### config.mk
export PLATFORM = sky130hd
export DESIGN_NAME = multicycle_control_unit
export DESIGN_NICKNAME = d
export VERILOG_FILES = /design/src/rtl/mips_ctrl_pkg.sv /design/src/rtl/multicycle_control_unit_alu_decoder.sv /design/src/rtl/multicycle_control_unit.sv
export SDC_FILE = /design/constraint.sdc
export NUM_CORES = 1
export LEC_CHECK = 0
export ABC_CLOCK_PERIOD_IN_PS = 4300
export CAP_MARGIN = 5
export CORE_MARGIN = 2
export CORE_UTILIZATION = 35
export CTS_CLUSTER_SIZE = 28
export DETAILED_ROUTE_END_ITERATION = 12
export GPL_ROUTABILITY_DRIVEN = 0
export SYNTH_ARGS = -nofsm -noshare
export SYNTH_HDL_FRONTEND = slang
export SYNTH_SLANG_ARGS = --single-unit
export TNS_END_PERCENT = 1
### constraint.sdc
create_clock -name clk -period 4.3 [get_ports clk]
set_clock_uncertainty 0.1 [all_clocks]
set_input_delay 0.86 -clock clk [delete_from_list [all_inputs] [get_ports clk]]
set_output_delay 0.86 -clock clk [all_outputs]
set_load 0.05 [all_outputs]
### src/rtl/mips_ctrl_pkg.sv
// mips_ctrl_pkg: shared opcode/funct/ALU encodings, mux encodings and FSM states
package mips_ctrl_pkg;
    localparam logic [5:0] OP_RTYPE = 6'b000000;
    localparam logic [5:0] OP_LW    = 6'b100011;
    localparam logic [5:0] OP_SW    = 6'b101011;
    localparam logic [5:0] OP_BEQ   = 6'b000100;
    localparam logic [5:0] OP_BNE   = 6'b000101;
    localparam logic [5:0] OP_J     = 6'b000010;
    localparam logic [5:0] OP_ADDI  = 6'b001000;
    localparam logic [5:0] OP_ANDI  = 6'b001100;
    localparam logic [5:0] OP_ORI   = 6'b001101;
    localparam logic [5:0] OP_SLTI  = 6'b001010;
    localparam logic [5:0] FN_ADD   = 6'b100000;
    localparam logic [5:0] FN_SUB   = 6'b100010;
    localparam logic [5:0] FN_AND   = 6'b100100;
    localparam logic [5:0] FN_OR    = 6'b100101;
    localparam logic [5:0] FN_SLT   = 6'b101010;
    localparam logic [2:0] ALU_AND  = 3'b000;
    localparam logic [2:0] ALU_OR   = 3'b001;
    localparam logic [2:0] ALU_ADD  = 3'b010;
    localparam logic [2:0] ALU_SUB  = 3'b110;
    localparam logic [2:0] ALU_SLT  = 3'b111;
    localparam logic [1:0] SRCB_B      = 2'b00;
    localparam logic [1:0] SRCB_4      = 2'b01;
    localparam logic [1:0] SRCB_IMM    = 2'b10;
    localparam logic [1:0] SRCB_IMM_SH = 2'b11;
    localparam logic [1:0] PC_ALU    = 2'b00;
    localparam logic [1:0] PC_ALUOUT = 2'b01;
    localparam logic [1:0] PC_JUMP   = 2'b10;
    typedef enum logic [3:0] {
        S_FETCH, S_DECODE, S_MEM_ADR, S_MEM_RD, S_MEM_WB, S_MEM_WR, S_EXECUTE,
        S_ALU_WB, S_BRANCH, S_JUMP, S_IMM_EX, S_IMM_WB, S_ILLEGAL
    } state_t;
    // ALU operation for the immediate-arithmetic opcodes; ADDI and anything else add
    function automatic logic [2:0] imm_alu_op(input logic [5:0] op);
        return op == OP_ANDI ? ALU_AND : op == OP_ORI ? ALU_OR : op == OP_SLTI ? ALU_SLT : ALU_ADD;
    endfunction
endpackage

### src/rtl/multicycle_control_unit_alu_decoder.sv
// alu_decoder: maps an R-type funct field to an ALU operation and a legality flag
module alu_decoder
    import mips_ctrl_pkg::*;
(
    input  logic [5:0] funct_i,
    output logic [2:0] alu_op_o,
    output logic       funct_legal_o
);
    // Unknown functs fall back to ADD but are flagged illegal
    always_comb begin
        alu_op_o = funct_i == FN_SUB ? ALU_SUB : funct_i == FN_AND ? ALU_AND :
                   funct_i == FN_OR  ? ALU_OR  : funct_i == FN_SLT ? ALU_SLT : ALU_ADD;
        funct_legal_o = funct_i inside {FN_ADD, FN_SUB, FN_AND, FN_OR, FN_SLT};
    end
endmodule

### src/rtl/multicycle_control_unit.sv
// multicycle_control_unit: multi-cycle MIPS control FSM; CTRL_IMM_LOGIC_EN adds ANDI/ORI/SLTI
module multicycle_control_unit
    import mips_ctrl_pkg::*;
#(
    parameter int ALU_CTRL_W = 3,
    parameter int CNT_W      = 32
) (
    input  logic                  clk,
    input  logic                  reset,
    input  logic [5:0]            opcode,
    input  logic [5:0]            funct,
    input  logic                  mem_ready,
    output logic                  iord,
    output logic                  mem_read,
    output logic                  mem_write,
    output logic                  ir_write,
    output logic                  pc_write,
    output logic                  branch,
    output logic                  branch_ne,
    output logic                  reg_dst,
    output logic                  mem_to_reg,
    output logic                  reg_write,
    output logic                  alu_src_a,
    output logic [1:0]            alu_src_b,
    output logic [1:0]            pc_src,
    output logic [ALU_CTRL_W-1:0] alu_control,
    output logic                  zero_ext,
    output logic                  retire,
    output logic                  illegal,
    output logic [CNT_W-1:0]      instr_count
);
    state_t           state_q, state_d;
    logic [5:0]       op_q, funct_q;
    logic [CNT_W-1:0] count_q;
    logic [5:0]       dec_funct;
    logic [2:0]       dec_op, alu_op;
    logic             dec_legal, imm_legal, zext_op;

    // In DECODE the live funct is checked for legality; afterwards only the registered copy drives the ALU
    assign dec_funct = state_q == S_DECODE ? funct : funct_q;

    alu_decoder u_alu_decoder (
        .funct_i       (dec_funct),
        .alu_op_o      (dec_op),
        .funct_legal_o (dec_legal)
    );

`ifdef CTRL_IMM_LOGIC_EN
    assign imm_legal = opcode inside {OP_ADDI, OP_ANDI, OP_ORI, OP_SLTI};
    assign zext_op   = op_q inside {OP_ANDI, OP_ORI};
`else
    assign imm_legal = opcode == OP_ADDI;
    assign zext_op   = 1'b0;
`endif

    assign alu_control = ALU_CTRL_W'(alu_op);
    assign instr_count = count_q;

    // Moore output decode and next-state selection; FETCH strobes are masked while reset is held
    always_comb begin
        state_d    = state_q;
        iord       = 1'b0;
        mem_read   = 1'b0;
        mem_write  = 1'b0;
        ir_write   = 1'b0;
        pc_write   = 1'b0;
        branch     = 1'b0;
        branch_ne  = 1'b0;
        reg_dst    = 1'b0;
        mem_to_reg = 1'b0;
        reg_write  = 1'b0;
        alu_src_a  = 1'b0;
        alu_src_b  = SRCB_B;
        pc_src     = PC_ALU;
        alu_op     = ALU_ADD;
        zero_ext   = 1'b0;
        retire     = 1'b0;
        illegal    = 1'b0;
        case (state_q)
            S_FETCH: begin
                mem_read  = !reset;
                ir_write  = mem_ready && !reset;
                pc_write  = mem_ready && !reset;
                alu_src_b = SRCB_4;
                state_d   = mem_ready ? S_DECODE : S_FETCH;
            end
            S_DECODE: begin
                alu_src_b = SRCB_IMM_SH;
                state_d   = opcode inside {OP_LW, OP_SW} ? S_MEM_ADR :
                            opcode == OP_RTYPE ? (dec_legal ? S_EXECUTE : S_ILLEGAL) :
                            opcode inside {OP_BEQ, OP_BNE} ? S_BRANCH :
                            opcode == OP_J ? S_JUMP :
                            imm_legal ? S_IMM_EX : S_ILLEGAL;
            end
            S_MEM_ADR: begin
                alu_src_a = 1'b1;
                alu_src_b = SRCB_IMM;
                state_d   = op_q == OP_LW ? S_MEM_RD : S_MEM_WR;
            end
            S_MEM_RD: begin
                iord     = 1'b1;
                mem_read = 1'b1;
                state_d  = mem_ready ? S_MEM_WB : S_MEM_RD;
            end
            S_MEM_WB: begin
                mem_to_reg = 1'b1;
                reg_write  = 1'b1;
                retire     = 1'b1;
                state_d    = S_FETCH;
            end
            S_MEM_WR: begin
                iord      = 1'b1;
                mem_write = 1'b1;
                retire    = mem_ready;
                state_d   = mem_ready ? S_FETCH : S_MEM_WR;
            end
            S_EXECUTE: begin
                alu_src_a = 1'b1;
                alu_op    = dec_op;
                state_d   = S_ALU_WB;
            end
            S_ALU_WB: begin
                reg_dst   = 1'b1;
                reg_write = 1'b1;
                retire    = 1'b1;
                state_d   = S_FETCH;
            end
            S_BRANCH: begin
                alu_src_a = 1'b1;
                alu_op    = ALU_SUB;
                pc_src    = PC_ALUOUT;
                branch    = op_q == OP_BEQ;
                branch_ne = op_q == OP_BNE;
                retire    = 1'b1;
                state_d   = S_FETCH;
            end
            S_JUMP: begin
                pc_src   = PC_JUMP;
                pc_write = 1'b1;
                retire   = 1'b1;
                state_d  = S_FETCH;
            end
            S_IMM_EX: begin
                alu_src_a = 1'b1;
                alu_src_b = SRCB_IMM;
                alu_op    = imm_alu_op(op_q);
                zero_ext  = zext_op;
                state_d   = S_IMM_WB;
            end
            S_IMM_WB: begin
                reg_write = 1'b1;
                zero_ext  = zext_op;
                retire    = 1'b1;
                state_d   = S_FETCH;
            end
            S_ILLEGAL: begin
                illegal = 1'b1;
                state_d = S_FETCH;
            end
            default: state_d = S_FETCH;
        endcase
    end

    // State, latched instruction fields and the wrapping retire counter
    always_ff @(posedge clk or posedge reset) begin
        if (reset) begin
            state_q <= S_FETCH;
            op_q    <= '0;
            funct_q <= '0;
            count_q <= '0;
        end else begin
            state_q <= state_d;
            count_q <= count_q + CNT_W'(retire);
            if (state_q == S_DECODE) begin
                op_q    <= opcode;
                funct_q <= funct;
            end
        end
    end
endmodule

==> results.json <==
{
  "wl_per_cell_um": 14.1,
  "row_count": 31,
  "core-area_mm2": 0.00733,
  "synth.avg_cell_area_um2": 9.26,
  "finalCriticalPeriod_ps": 3920,
  "die_area_mm2": 0.00833,
  "pwr-share-clk_pct": 18.4,
  "hold_path_class": "flop to flop",
  "root_buffer": "clkbuf_8",
  "synthCells": 288,
  "clock.fmax_mhz": 255,
  "route.detailed.drc": 0,
  "crit_chain": "or4b_2, and4b_1, o21ai_0, o311ai_0, clkdlybuf4s50_1",
  "p_int_w": 0.00117,
  "crit_fanout": 11,
  "power_density_mw_per_mm2": 592,
  "numCtsBuffers": 5,
  "ios": 68,
  "ir_worst_vdd_v": 0.000293,
  "first_pass_iters": 4,
  "synth-seq-cells": 48,
  "pwr-share-seq_pct": 30.7,
  "port_buffers": 66,
  "vias": 2351,
  "postCtsHoldBufs": 0,
  "criticalPathCategory": "flop to primary output",
  "n_antenna_cell": 0,
  "multi_input_area_mm2": 0.00138,
  "cts.path.max_buffers": 2,
  "drt-initial-drc-count": 64,
  "syn_nets": 305,
  "ys_top_cells_by_area": "dfrtp_1, xnor2_1, nand2_1, nor2_1, nand4_1",
  "crit_path_end_kind": "primary output",
  "cts.repair.resized": 0,
  "h-tree-depth": 2,
  "drv_cap": 0,
  "numPlacedInstances": 450,
  "outcome": "completed",
  "hold_violations": 0,
  "layout_commonest_cell": "clkdlybuf4s50_1",
  "synth.cell_area_mm2": 0.00267,
  "drv_slew": 0,
  "die_h_um": 91.3,
  "groute.usage.overall_pct": 16.3,
  "fin_nets": 375,
  "yosysWarnings": 0,
  "setup-tns-final_ps": 0,
  "area_delta_synth_final_pct": 35.3,
  "grt_pass1_vias": 2255,
  "antenna_found_initial": 0,
  "ant_nets": 0,
  "layout_common_cells": "clkdlybuf4s50_1, dfrtp_1, nand2_1",
  "max_slew.worst_pin.slew_ps": 635,
  "ys_async_sr_fraction_pct": 100,
  "required_ps": 3340,
  "hpwlAfterDp_um": 4970,
  "crit_arrival_ps": 2960,
  "ys_seq_area_share_pct": 45.0,
  "yosysUniqueCellTypes": 53,
  "routed_wl_um": 6470,
  "synth_edf_count": 0,
  "grt_max_degree": 45,
  "crit_buf_inv": 1,
  "cts_tree": "yes",
  "cp_top_family": "simple AND/OR/NAND/NOR gates",
  "p_sw_share_pct": 45.1,
  "grt_pass1_wl_um": 11000,
  "cts_sinks": 48,
  "fin_crit_sh_pct": 91.2,
  "synth.largest_area_cell": "dfrtp_1",
  "clock_latency_ps": 310,
  "synth_top_area_share_pct": 45.0,
  "initial_core_util_pct": 36.4,
  "setup_viol": 0,
  "post_cts_buffers": 0,
  "n_fill_cell": 689,
  "rsz0062_at_grt": "false",
  "cpPeakStageDelay_ps": 760,
  "drive_above_1_share_pct": 8.91,
  "maxSlewHeadroom_pct": 56.6,
  "seqCellArea_mm2": 0.00120,
  "die_width_um": 91.3,
  "via_per_inst": 5.13,
  "clkTransAtPathRegs_ps": 90,
  "synthFlopType": "dfrtp_1",
  "power.leakage_nw": 1.55,
  "critPathSlowestCell": "or4b_2",
  "p_sw_w": 0.000962,
  "grt_overflow": 0,
  "start_kind": "flop",
  "p_comb_share_pct": 50.9,
  "fin_cells": 458
}
-- per-layer routing --
layer  GRT usage (%)  vias up  part of all wire (%)
met5               0        -                     0
met2            25.2       84                    45
met3            3.65       10                   5.1
li1                -     1149                     -
met4            4.92        0                   1.4
met1            22.8     1108                    49
-- Yosys cell counts (2+ instances only) --
library cell  number
clkbuf_1           9
or4_1              4
nand3_1           14
a21oi_1            4
nor2b_1            7
and4_1             2
o21ai_0            6
nand2b_1          11
nand2_1           46
a211oi_1           2
nand4_1           12
o211a_1            2
dfrtp_1           48
ha_1               2
xor2_1             8
o2111ai_1          2
mux2i_1            3
nor3b_1            3
and3_1             4
nor2_1            22
and2_1             2
nor4_1             6
nor3_1             6
inv_1              9
xnor2_1           22
or4b_2             2
o22ai_1            3
a2111oi_0          2
-- registers in the layout, summed over array words and instances, names as in the netlist --
name and flops:
op_q 6, state_q 4, funct_q 6, instr_count 32
-- per-stage QoR --
step / setup WS, ps / utilization [%] / area [µm²] / total power [W] / hold WS [ps]
after floorplan: 37.8 / - / 2670 / 0.00140 / 338
after global placement: 501 / 47.3 / 3470 / 0.00174 / 358
after detailed placement: 457 / 47.3 / 3470 / 0.00175 / 357
after CTS: 367 / 49.2 / 3610 / 0.00215 / 379
after global routing: 123 / 49.2 / 3610 / 0.00227 / 436
final: 380 / 49.2 / 3610 / 0.00214 / 377
-- power groups by stage --
stage                     Sequential [W]  Clock [W]  Combinational (W)
after floorplan                 0.000748          0           0.000647
after global placement          0.000659          0            0.00108
after detailed placement        0.000660          0            0.00109
after CTS                       0.000653   0.000409            0.00109
after global routing            0.000673   0.000427            0.00117
final                           0.000655   0.000394            0.00109
-- kinds of logic after synthesis --
group	after synthesis	share of synthesized area, %
AOI/OAI and AO/OA	29	7.65
xor gates and xnor gates	31	10.5
adders and majority gates	2	0.938
buffers and inverters	21	3.19
DFF	48	45.0
muxes	3	1.13
other	1	0.141
and+or+nand+nor	153	31.4
-- area by class of cell --
cell class,count,area share [%]
tap,99,3.43
clock inverter,3,1.91
multi-input combinational,219,38.3
clock buffer,5,1.91
inverter,9,0.937
sequential,48,33.3
timing repair buffer,75,20.3
-- worst reg2reg max path: stages, from the launching register on --
cell and delay (ps):
dfrtp_1 390, buf_4 180, nor3b_1 150, nor2b_1 120, nor2_1 50, a211oi_1 280
ha_1 250, nand4_1 200, nor4_1 480, or4b_4 530, xnor2_2 140
-- worst paths after layout --
path                            start         endpoint  slack [ps]  depth (start not counted)
setup / recovery           state_q[1]   alu_control[2]         380                          5
hold / removal             funct_q[5]       funct_q[5]         380                          2
setup reg to reg           state_q[0]  instr_count[31]        1320                         10
hold reg to reg            funct_q[5]       funct_q[5]         380                          2
max in group asynchronous       reset   instr_count[1]        2680                          3
min in group asynchronous       reset       state_q[1]         650                          2
No activity file was read; power rests on OpenSTA's default activity.
